--- config.mk ---
export PLATFORM = sky130hd
export DESIGN_NAME = onehot_to_bin32
export DESIGN_NICKNAME = d
export VERILOG_FILES = /design/src/rtl/arb_pkg.sv /design/src/rtl/onehot_to_bin32.sv
export SDC_FILE = /design/constraint.sdc
export NUM_CORES = 1
export LEC_CHECK = 0
export ABC_AREA = 1
export CAP_MARGIN = 15
export CORE_MARGIN = 1
export CORE_UTILIZATION = 51
export DETAILED_ROUTE_END_ITERATION = 10
export PLACE_DENSITY = 0.95
export SYNTH_ARGS = -nofsm -noshare
export SYNTH_HDL_FRONTEND = slang
export SYNTH_SLANG_ARGS = --single-unit
--- constraint.sdc ---
create_clock -name vclk -period 2.2
set_clock_uncertainty 0.1 [all_clocks]
set_input_delay 0.22 -clock vclk [all_inputs]
set_output_delay 0.22 -clock vclk [all_outputs]
set_load 0.01 [all_outputs]
--- src/rtl/arb_pkg.sv ---
// Shared constants and state encoding for the 32-way round-robin arbiter.
package arb_pkg;
  localparam int N            = 32;
  localparam int IDX_W        = 5;
  localparam int MAX_HOLD_DEF = 255;

  typedef enum logic {
    IDLE  = 1'b0,
    GRANT = 1'b1
  } state_e;
endpackage

--- src/rtl/onehot_to_bin32.sv ---
// Combinational 32-bit one-hot to 5-bit index encoder; zero or multi-hot input yields 0.
module onehot_to_bin32
  import arb_pkg::*;
(
  input  logic [N-1:0]     onehot,
  output logic [IDX_W-1:0] idx
);

  logic             is_onehot;
  logic [IDX_W-1:0] enc;

  always_comb begin
    is_onehot = (onehot != '0) && ((onehot & (onehot - N'(1))) == '0);
    enc       = '0;
    for (int i = 0; i < N; i++) begin
      if (onehot[i]) enc = enc | IDX_W'(i);
    end
    idx = is_onehot ? enc : '0;
  end

endmodule

==> results of run 1 <==
metrics by stage:
step	instance area, um2	worst slack, ps
2_1_floorplan	956	580
3_3_place_gp	1640	-598
3_5_place_dp	1640	-703
kinds of logic after synthesis:
family	share of synthesized area (%)
AO/OA/AOI/OAI	4.45
AND/OR/NAND/NOR	85.7
buffers and inverters	9.82
==> impl.org, run 1 <==
** Synth
- Portion of synthesized cell area occupied by the leading cell type :: 25.5%
- Summing every instance area after synthesis gives approximately 960 um2.
- Post-synthesis sequential area ratio :: 0%
- When the netlist entered floorplanning its net count stood at 240.
- Most instantiated library cell after synthesis :: sky130_fd_sc_hd__nor2_1
- Distinct cells, synth :: 18
- Top area cells in the synthesized netlist :: sky130_fd_sc_hd__nor2_1 (26%), sky130_fd_sc_hd__nand2_1 (24%), sky130_fd_sc_hd__nor2_2 (9.8%)
- Count of synthesis-stage warnings from yosys :: 0
- Cell taking the most area after synthesis :: sky130_fd_sc_hd__nor2_1
- In the synthesized netlist, the cells that appear most often are sky130_fd_sc_hd__nor2_1 (65), sky130_fd_sc_hd__nand2_1 (61), sky130_fd_sc_hd__inv_1 (24).
- Mean instance size in the synthesized netlist :: 4.60 um2
- The cell count after synthesis came out at approximately 210.

** Placement
- The congestion estimate from routability-driven global placement came to 0.957.
- After legalization and detailed placement, the total HPWL measured ~3600 um.
- The count of buffers added on input and output ports is 37.
- In this run, placement finished with an instance count of ~310.

** Outcome
- Status :: stopped before the end
- The run ended at 4_1_cts.
- The tool reported: "[ERROR DPL-0033] detailed placement checks failed during check placement".

** Floorplan
- Number of top-level pins :: 37
- The initialized floorplan defines 15 standard-cell rows.
- From left edge to right edge, the die measures 45.3 um.
- Starting density of the core :: 54.8%
- Die H :: 45.3 um

** Clock tree
- Number of gates resized after cts :: 75
- Hold_buf cts :: 0
- The number of setup buffers added after CTS is 4.
==> inputs of run 2 (changes only) <==
--- a/config.mk
+++ b/config.mk
@@ -7,10 +7,10 @@
 export LEC_CHECK = 0
 export ABC_AREA = 1
 export CAP_MARGIN = 15
-export CORE_MARGIN = 1
-export CORE_UTILIZATION = 51
+export CORE_AREA = 2 2 63 65
 export DETAILED_ROUTE_END_ITERATION = 10
-export PLACE_DENSITY = 0.95
+export DIE_AREA = 0 0 65 67
+export PLACE_DENSITY_LB_ADDON = 0.15
 export SYNTH_ARGS = -nofsm -noshare
 export SYNTH_HDL_FRONTEND = slang
 export SYNTH_SLANG_ARGS = --single-unit
==> run 2 against run 1 <==
Against the previous run: the run now ends clean; synthesized area did not move; synthesized cell count unchanged.
==> impl.org, run 2 <==
** Outcome
- Status :: complete, no violations

** Setup path
- At the worst endpoint, the required time is ~1900 ps.
- Largest driver fanout on the critical path :: 5
- Critical Path Sink Type :: output pin
- Arrival time of the worst setup path :: between 1500 and 2000 ps
- Type of origin of the critical path :: primary input
- Critical path class :: primary input to output pin

** Timing
- Post-route worst setup slack :: 107 ps
- Highest achievable clock rate :: 0.478 GHz
- Of the available clock period, the critical path in the final layout requires 95.1%.
- For the finished layout, the period the worst path requires is between 2000 and 2500 ps.
- Final setup violation count :: 0
- Max-Slew Margin vs Limit :: 82.0%
- Slew Limit Fails :: 0
- Measured slew at the worst slew-check pin :: ~270 ps
- Summed over all failing endpoints, the final setup total negative slack is 0 ps.
- The number of endpoints with negative hold slack in the final report is 0.

** Synth
- In this run the cell area of the synthesized design comes to between 900 and 1000 um2.
- The number of nets in the synthesized netlist is 240.
- Count of synthesis-stage warnings from yosys :: 0
- The netlist uses 18 different library cells.
- Yosys attributes the largest share of cell area to sky130_fd_sc_hd__nor2_1 (26%), sky130_fd_sc_hd__nand2_1 (24%), sky130_fd_sc_hd__nor2_2 (9.8%).
- In the synthesized netlist, the number of instances is 208.
- Post-synthesis sequential area ratio :: 0%
- Of the post-synthesis cell area, the dominant cell type holds 25.5%.
- The biggest area contributor in the post-synthesis netlist is sky130_fd_sc_hd__nor2_1.
- After synthesis, the mean cell area works out to around 4.6 um2.
- The most common cell in the synthesized netlist is sky130_fd_sc_hd__nor2_1.
- By count the netlist is led by sky130_fd_sc_hd__nor2_1 (65), sky130_fd_sc_hd__nand2_1 (61), sky130_fd_sc_hd__inv_1 (24).

** Detailed routing
- The first TritonRoute pass finished after 4 iterations.
- In this run, the number of DRC markers left after iteration 0 of detailed routing was 57.
- Wirelength per Cell :: 11.1 um
- Wire segments on met2 add up to 1990 um in the final route.
- After detailed routing, the number of remaining DRC violations is 0.
- Across all layers, the routed design uses 1,542 vias.
- Routed signal wires occupy layers up through met4.
- The routed design uses about 150 um of met3 wire.
- After detailed routing, the number of vias per cell comes to 4.43.
- Detailed-route wire length :: around 3900 um
- Met1 WL :: ~1700 um
- Final ANT Viol Nets :: 0

** Floorplan
- Core area :: 3610 um2
- Die H :: 67 um
- During I/O placement, the number of pins put on the boundary was 37.
- The floorplan has 22 rows.
- Once the floorplan was initialized, standard cells occupied 26.5% of the core.
- The floorplan step defined a die boundary enclosing roughly 4400 um2.
- Die W :: approximately 65 um

** Job
- Number of maximum-capacitance violations :: 0

** Finish
- Cells with a size suffix above 1 make up 49.7% of the layout.
- Compared with the post-synthesis result, the final layout area differs by 98.8%.
- Leaving out fill and tap cells, the most frequent cell in the layout is sky130_fd_sc_hd__buf_4.
- In the layout the commonest cells are sky130_fd_sc_hd__buf_4 (55), sky130_fd_sc_hd__nand2_1 (51), sky130_fd_sc_hd__nor2_1 (37), sky130_fd_sc_hd__nor2_2 (33), sky130_fd_sc_hd__inv_1 (21).
- The layout has 396 filler cells.
- Clock buffers in the final layout number 0.
- Area used by sequential logic in the layout :: 0 um2
- There are 0 flip-flops and latches.
- After the last flow step, the layout net total stands at around 330.
- Core Util, Final :: between 50% and 60%
- The repair_antennas step left the layout with diodes totalling 0.

** Global routing
- Via count of the first global-routing pass :: roughly 1,400
- Global routing finished with a remaining overflow of 0.
- Pin count of the biggest net entering global routing :: 6
- Total routing resource utilization after global routing :: 17.3%
- Wire length of the first global-routing pass :: 6030 um
- The initial antenna violation count is 0.

** Min path
- The worst hold path was traced through 4 stages.
- Path type of the worst min-delay path :: primary input to output pin
- Beginning of the worst hold path :: onehot[13]
- Worst Hold End :: idx[0]

** Placement
- Gpl congestion :: 0.896
- During placement, the flow inserted port buffers numbering 37.
- Post-DP HPWL :: approximately 3100 um
- Setup slack after placement :: -649 ps

** Pwr
- IR analysis of the VDD net gives a maximum drop of 0.0000562 V.
- Dividing total power by cell area gives a power density of 119 nW/um2.
- For this design the static power due to leakage is 0.936 nW.
run 2: cell counts after synthesis:
Identical to the previous run, type by type.
run 2: logic make-up (layout without fill, tap and decap cells):
group | Yosys count | after routing | synth area share [%]
and+or+nand+nor | 175 | 175 | 85.7
AOI/OAI and AO/OA | 8 | 8 | 4.45
buffers and inverters | 25 | 117 | 9.82
run 2: how the worst max path moves through the flow:
| stage | from | end | slack (ps) | cells after the start |
|---|---|---|---|---|
| final | onehot[19] | idx[3] | 110 | 13 |
| after global routing | onehot[15] | idx[3] | -5 | 13 |
| after CTS | onehot[3] | idx[3] | 10 | 13 |
| after detailed placement | onehot[6] | idx[0] | -650 | 13 |
| after global placement | onehot[6] | idx[1] | -660 | 13 |
| after floorplan | onehot[9] | idx[0] | 580 | 11 |
run 2: critical path, stage by stage:
cell	delay [ps]
sky130_fd_sc_hd__dlygate4sd2_1	290
sky130_fd_sc_hd__nor2_2	190
sky130_fd_sc_hd__nand2_1	120
sky130_fd_sc_hd__nor2_1	140
sky130_fd_sc_hd__nand2_1	80
sky130_fd_sc_hd__nor2_2	90
sky130_fd_sc_hd__nor2_1	60
sky130_fd_sc_hd__nor2_2	100
sky130_fd_sc_hd__nand3_2	90
sky130_fd_sc_hd__nor2_4	100
sky130_fd_sc_hd__nand2_4	90
sky130_fd_sc_hd__nor2_2	90
sky130_fd_sc_hd__buf_2	130
run 2: cell type report:
cell class | instances | area [um2] | area share [%]
multi-input cells | 183 | 1040 | 54.5
repair buffers | 92 | 711 | 37.4
inverters | 25 | 93.8 | 4.94
well taps | 48 | 60.1 | 3.16
run 2: stage by stage:
stage	area, um2	std cells	hold slack, ps	power (mW)
CTS	1810	347	984	0.214
floorplan	956	208	507	0.0699
global placement	1710	336	1560	0.211
finish	1900	348	822	0.226
global route	1900	348	853	0.246
detailed placement	1710	336	1570	0.209
run 2: layer usage:
layer	vias up	global-route usage (%)
met2	34	35.1
met5	-	0
li1	831	-
met3	2	0.338
met1	675	21.3
met4	0	0
run 2: power breakdown:
part | leakage (nW) | switching [mW] | internal, mW | total [mW]
clock | 0 | 0 | 0 | 0
combinational | 0.936 | 0.115 | 0.112 | 0.226
sequential | 0 | 0 | 0 | 0
total | 0.936 | 0.115 | 0.112 | 0.226
run 2: repair_timing:
action	CTS	global route
setup endpoints to repair	5	5
resized for setup	72	60
hold buffers	0	0
pin swaps	28	20
setup buffers	12	1
(Power assumes the default switching activity.)
==> inputs of run 3 (changes only) <==
--- a/config.mk
+++ b/config.mk
@@ -10,7 +10,8 @@
 export CORE_AREA = 2 2 63 65
 export DETAILED_ROUTE_END_ITERATION = 10
 export DIE_AREA = 0 0 65 67
-export PLACE_DENSITY_LB_ADDON = 0.15
+export GPL_ROUTABILITY_DRIVEN = 0
+export PLACE_DENSITY_LB_ADDON = 0.2
 export SYNTH_ARGS = -nofsm -noshare
 export SYNTH_HDL_FRONTEND = slang
 export SYNTH_SLANG_ARGS = --single-unit
==> run 3 against run 2 <==
Against the previous run: maximum frequency increased by 0.77%; combinational power is 2% higher; sequential share of layout area is the same; global-route usage rose by 0.50 points; critical path type unchanged; count of clock-buffer cells in the layout unchanged; final area fell by 1.4%; via count increased by 0.97%; worst hold slack improved by 140 ps; total power rose by 1.6%; critical path depth unchanged; flip-flop and latch count is the same; worst setup slack better by 16 ps.
==> impl.org, run 3 (synthesis results as in run 2) <==
** Min path
- In this run the worst hold path is classified as primary input to output pin.

** Detailed routing
- For this block, wires on met1 add up to 1660 um.
- Wire length on met3 :: 172 um
- Using the TritonRoute via totals, the vias-per-cell ratio works out to 4.50.
- Routed wire length on met2 :: around 2000 um
- After detailed routing, the number of remaining DRC violations is 0.
- Number of DRC markers after the initial detailed-route iteration :: between 50 and 60
- Detailed-route wire length :: 3870 um
- Uppermost signal routing layer after detailed routing :: met4
- Dividing the detail-routed wire length by the instance count gives 11.2 um.
- Across all layers, the routed design uses ~1,600 vias.
- Before antenna repair, the detailed router went through 4 iterations.
- The count of nets left with antenna violations once routing finished came out at 0.

** Timing
- Max-Slew Margin vs Limit :: 84.6%
- Final worst path period share :: 94.4%
- The number of pins with negative max-slew slack in the final report is 0.
- Setup violations remaining at the end of the flow were counted as 0.
- Shortest period the worst path allows :: 2080 ps
- For the pin with the worst max-slew slack, the measured transition is approximately 230 ps.
- Derived from the worst setup path, the maximum achievable clock frequency is 0.481 GHz.
- The number of endpoints with negative hold slack in the final report came to 0.

** Finish
- Counting the fill cells in the layout gives 403.
- Fraction of final layout cells sized beyond drive strength 1 :: 48.0%
- The clock buffers instantiated in the layout total 0.
- Area used by sequential logic in the layout :: 0 um2
- Number of sequential cells :: 0
- Core Util, Final :: 52.0%
- Layout net count :: 332
- Compared with the post-synthesis result, the final layout area differs by 96.1%.
- Highest-count cells in the layout ignoring fill and taps :: sky130_fd_sc_hd__nand2_1 (54), sky130_fd_sc_hd__buf_4 (53), sky130_fd_sc_hd__nor2_2 (38), sky130_fd_sc_hd__nor2_1 (35), sky130_fd_sc_hd__inv_1 (22)
- The library cell used most frequently in the layout, excluding fill and tap cells, is sky130_fd_sc_hd__nand2_1.
- The repair_antennas step left the layout with diodes totalling 0.
- Area of combinational cells with multiple inputs :: slightly above 1000 um2

** Global routing
- The initial antenna violation count was 0.
- Global routing consumed, over all layers together, 17.8% of the routing resources.
- Pin count of the biggest net entering global routing :: 6
- The total overflow left after global routing is 0.
- The via count of the first global-routing pass is between 1,000 and 1,500.
- Wire length of the first global-routing pass :: 6170 um

** Pwr
- The internal power of the cells totals 0.114 mW.
- Leakage power of the design :: 0.914 nW
- Switching component of the power :: 0.116 mW
- The worst-case IR drop observed on VDD is 0.0000545 V.
- The share of total power dissipated in sequential elements is 0%.
- Combinational share of power :: 100.0%
- Per report_power, the clock group accounts for 0% of the total.
- Total power for the finished layout comes to 0.230 mW.
- PD cells :: between 100 and 150 nW/um2
- Of the total power, the share spent switching nets is between 50% and 60%.

** Setup path
- For the worst setup path, the data arrival time is 1760 ps.
- The worst setup path is launched from a primary input.
- STA classifies the critical path endpoint as an output pin.
- In this run the worst path has a maximum fanout of 5.
- For the worst setup path, the data required time is about 1900 ps.
- Critical path class :: primary input to output pin

** Floorplan
- Number of top-level pins :: 37
- Total die area :: 4360 um2
- Number of cell rows :: 22
- Die W :: 65 um
- Die H :: 67 um
- For this configuration, the core starts out at a cell density of 26.5%.
- The region available for standard cell placement spans 3610 um2.

** Job
- Number of maximum-capacitance violations :: 0

** Placement
- Input and output buffers added on the ports amount to 37.
- Post-DP HPWL :: between 3000 and 4000 um

** Outcome
- The flow ran to the end, and the final reports show no timing, DRC or antenna violations.
run 3: what timing repair did:
| item | 4_1_cts | 5_1_grt |
|---|---|---|
| setup buffers | 10 | 2 |
| gates resized for setup | 68 | 60 |
| endpoints found under the setup margin | 5 | 5 |
| pin swaps | 31 | 37 |
| hold buffers | 0 | 0 |
run 3: layout make-up:
type                       count  area share [%]
tap                           48            3.20
inverter                      25            5.01
timing repair buffer          90            37.0
multi-input combinational    183            54.8
run 3: worst paths after layout:
check | start | endpoint | cells past startpoint
setup / recovery | onehot[30] | idx[4] | 13
hold / removal | onehot[11] | idx[0] | 7
run 3: routing by layer:
layer | vias to the layer above | GRT usage (%)
met1 | 682 | 21.4
li1 | 819 | -
met2 | 50 | 34.7
met3 | 6 | 0.845
met5 | - | 0
met4 | 0 | 3.46
run 3: critical path, cell delays in order:
cell and delay, ps:
sky130_fd_sc_hd__clkdlybuf4s50_1 400, sky130_fd_sc_hd__inv_1 110, sky130_fd_sc_hd__nand3_1 110, sky130_fd_sc_hd__nor2_1 120, sky130_fd_sc_hd__nand2_1 70, sky130_fd_sc_hd__nor2_2 100
sky130_fd_sc_hd__nor2_1 50, sky130_fd_sc_hd__nor2_1 90, sky130_fd_sc_hd__nand2_1 90, sky130_fd_sc_hd__nor2_4 100, sky130_fd_sc_hd__nand2_4 80, sky130_fd_sc_hd__nor2_2 80
sky130_fd_sc_hd__buf_2 130
run 3: through the flow:
| stage | cell area [um2] | setup slack (ps) | hold slack [ps] | cells | TNS, ps |
|---|---|---|---|---|---|
| final | 1870 | 123 | 966 | 346 | 0 |
| after floorplan | 956 | 580 | 507 | 208 | 0 |
| after CTS | 1770 | 3.49 | 1010 | 344 | 0 |
| after global routing | 1870 | -19.8 | 1020 | 346 | -79.5 |
| after detailed placement | 1700 | -639 | 1650 | 335 | -3170 |
| after global placement | 1700 | -634 | 1660 | 335 | -3160 |
run 3: power groups by stage:
stage	combinational, mW	clock [mW]	sequential, mW
after floorplan	0.0699	0	0
after global placement	0.208	0	0
after detailed placement	0.206	0	0
after CTS	0.212	0	0
after global routing	0.250	0	0
final	0.230	0	0
==> inputs of run 4 (changes only) <==
--- a/config.mk
+++ b/config.mk
@@ -5,7 +5,6 @@
 export SDC_FILE = /design/constraint.sdc
 export NUM_CORES = 1
 export LEC_CHECK = 0
-export ABC_AREA = 1
 export CAP_MARGIN = 15
 export CORE_AREA = 2 2 63 65
 export DETAILED_ROUTE_END_ITERATION = 10
==> run 4 against run 3 <==
Against the previous run: the run now ends with negative setup slack left; worst setup slack got worse by 630 ps; non-clock buffer count grew 9; flip-flop and latch count did not move; synthesized cell count decreased by 53%; maximum frequency fell by 23%; sequential share of layout area is the same; combinational power grew 4%; critical path type unchanged; critical endpoint is now idx[2]; largest power group unchanged.
==> impl.org, run 4 <==
** Global routing
- Entering global routing, the biggest net connects 7 pins.
- Wire length of the first global-routing pass :: 6580 um
- The via count of the first global-routing pass came to approximately 1,400.
- The initial antenna violation count came to 0.
- Aggregate global routing overflow :: 0
- Across every metal layer, demand over resource in global routing totals 18.9%.

** Setup path
- Top Family by Delay on Critical Path :: simple AND/OR/NAND/NOR gates
- The largest individual stage delay along the critical path comes from the cell sky130_fd_sc_hd__or4_4.
- The worst setup path is launched from a primary input.
- Critical path class :: primary input to output pin
- The largest single stage delay on the critical path is 550 ps.
- Largest driver fanout on the critical path :: 4
- For the worst setup path, the data required time is between 1500 and 2000 ps.
- Counting both buffers and inverters, the worst setup path holds a total of 3.
- Walking the worst path, the cells encountered are buf_6 > or4_4 > nor4_4 > o211ai_2 > a2111oi_4 > nand4_4 > buf_6 > nor4_4 > buf_2.
- Critical Path Sink Type :: output pin
- Arrival time of the worst setup path :: 2390 ps

** Synth
- Post-synthesis sequential area ratio :: 0%
- Mean instance size in the synthesized netlist :: 7.12 um2
- Post-Synthesis Cell Area :: 698 um2
- Cell taking the most area after synthesis :: sky130_fd_sc_hd__nor4_1
- The synthesized netlist contains 41 unique library cells.
- When the netlist entered floorplanning its net count stood at 130.
- After synthesis, the cell types taking the most area are sky130_fd_sc_hd__nor4_1 (16%), sky130_fd_sc_hd__nor3_1 (6.5%), sky130_fd_sc_hd__nor4_4 (6.1%).
- Yosys instantiated no cell more often than sky130_fd_sc_hd__nor4_1.
- For this run, the number of Yosys warnings is 0.
- The cell count after synthesis came out at 98.
- Portion of synthesized cell area occupied by the leading cell type :: 16.1%
- After synthesis, the most frequently instantiated cells are sky130_fd_sc_hd__nor4_1 (18), sky130_fd_sc_hd__nor2_1 (11), sky130_fd_sc_hd__nor3_1 (9).

** Floorplan
- The floorplan has 22 rows.
- The floorplan step defined a die boundary enclosing 4360 um2.
- In this run the vertical extent of the chip is 67 um.
- Starting density of the core :: 19.4%
- Number of top-level pins :: 37
- Die W :: 65 um
- The total area inside the core boundary comes to around 3600 um2.

** Timing
- Final worst path period share :: 123%
- The worst pin sits at a relative slew slack of 71.2%.
- Setup repair after global routing missed its margin :: true
- TNS Setup :: -2330 ps
- Timing would allow up to 0.370 GHz.
- On the final layout, the worst hold slack is 1040 ps.
- Shortest period the worst path allows :: 2710 ps
- Setup violations remaining at the end of the flow were counted as 5.
- Number of hold violations in the final report :: 0
- At the pin with the least slew margin, the transition time is 428 ps.
- Post-route worst setup slack :: -506 ps
- Slew Limit Fails :: 0

** Detailed routing
- Number of DRC markers after the initial detailed-route iteration :: 52
- Wirelength per Cell :: 16.9 um
- The first detailed-routing pass ran for 4 iterations.
- Detailed-route wire length :: 4100 um
- Final ANT Viol Nets :: 0
- Remaining routing DRC violations :: 0
- After detailed routing, the number of vias per cell comes to 5.37.
- Across all layers, the routed design uses 1,304 vias.

** Outcome
- The checks that failed: negative setup slack.
- The flow ran to the end, but the final reports show violations.

** Finish
- In the final layout, flip-flops and latches occupy 0 um2.
- Clock buffers :: 0
- Filler cells :: 346
- Layout net count :: roughly 230
- Cell area after layout :: 1850 um2
- Number of sequential cells :: 0
- Number of standard cells in the layout, taps in and fillers out :: 243
- Once layout is complete, the utilization of the core stands at about half.
- Fraction of final layout cells sized beyond drive strength 1 :: 63.1%
- The library cells used most frequently in the layout, excluding fill and tap cells, are sky130_fd_sc_hd__buf_4 (55), sky130_fd_sc_hd__nor4_4 (11), sky130_fd_sc_hd__buf_2 (10), sky130_fd_sc_hd__buf_6 (9).
- 0 antenna diodes ended up in the layout.
- Most common cell after layout, fill and taps aside :: sky130_fd_sc_hd__buf_4
- Area Overhead vs Synth :: 165%

** Pwr
- Max rail drop VDD :: about 0.000056 V
- For this design the ratio of total power to cell area is 130 nW/um2.
- Total Power Consumption :: 0.239 mW
- Leakage power of the design :: between 0.7 and 0.8 nW

** Placement
- Setup slack after placement :: -1340 ps
- Standard cell area after detailed placement :: between 1500 and 2000 um2
- Instance count after placement with tap cells included :: approximately 230
- The wire-length estimate of the detail-placed layout is 2950 um.
- In this run the tool buffered the top-level ports with 37 buffer cells.

** Clock tree
- Hold_buf cts :: 0

** Job
- Number of maximum-capacitance violations :: 0

** Min path
- The tightest min-delay check is of the primary input to output pin type.
-- run 4: cell count changes after synthesis, moves of 8 or more --
cell | before | now
sky130_fd_sc_hd__inv_1 | 24 | 4
sky130_fd_sc_hd__nor3_1 | 1 | 9
sky130_fd_sc_hd__nor4_1 | 1 | 18
sky130_fd_sc_hd__nand2_1 | 61 | 2
sky130_fd_sc_hd__nor2_1 | 65 | 11
sky130_fd_sc_hd__nor2_2 | 15 | 0
sky130_fd_sc_hd__nand3_1 | 12 | 2
-- run 4: what timing repair did --
action                                 4_1_cts  5_1_grt
gates resized for setup                    109       18
setup buffers                                6        4
pin swaps                                   25       12
setup endpoints to repair                    5        5
endpoints found under the hold margin        0        0
-- run 4: path summary, 6_finish.rpt --
check / startpoint / endpoint / cells past startpoint
setup / recovery: onehot[3] / idx[2] / 9
hold / removal: onehot[1] / idx[4] / 8
-- run 4: power breakdown --
group | internal [mW] | switching [mW]
clock | 0 | 0
combinational | 0.126 | 0.113
sequential | 0 | 0
total | 0.126 | 0.113
-- run 4: per-layer routing --
layer / GRT usage, % / share of wire, %
met1: 22.8 / 41
met2: 36.2 / 52
met3: 1.18 / 4.4
met4: 3.99 / 2.5
met5: 0 / 0
-- run 4: cell type report --
class	count	area (um2)	share of cell area [%]
inverter	4	15.0	0.813
tap	48	60.1	3.25
multi-input combinational	92	955	51.7
timing repair buffer	99	817	44.2
-- run 4: worst min-delay path, stage by stage --
cell	delay [ps]
sky130_fd_sc_hd__buf_6	70
sky130_fd_sc_hd__or4_4	130
sky130_fd_sc_hd__o41ai_2	60
sky130_fd_sc_hd__o2111ai_2	100
sky130_fd_sc_hd__nor4_4	60
sky130_fd_sc_hd__nand4_4	90
sky130_fd_sc_hd__nor4_2	50
sky130_fd_sc_hd__buf_2	130
-- run 4: cell families (layout without fill, tap and decap cells) --
logic type / Yosys count / count (layout) / share of synthesized area [%]
and+or+nand+nor: 67 / 67 / 65.1
AOI/OAI and AO/OA: 23 / 23 / 28.1
buffers and inverters: 6 / 103 / 3.94
adders and majority gates: 2 / 2 / 2.87
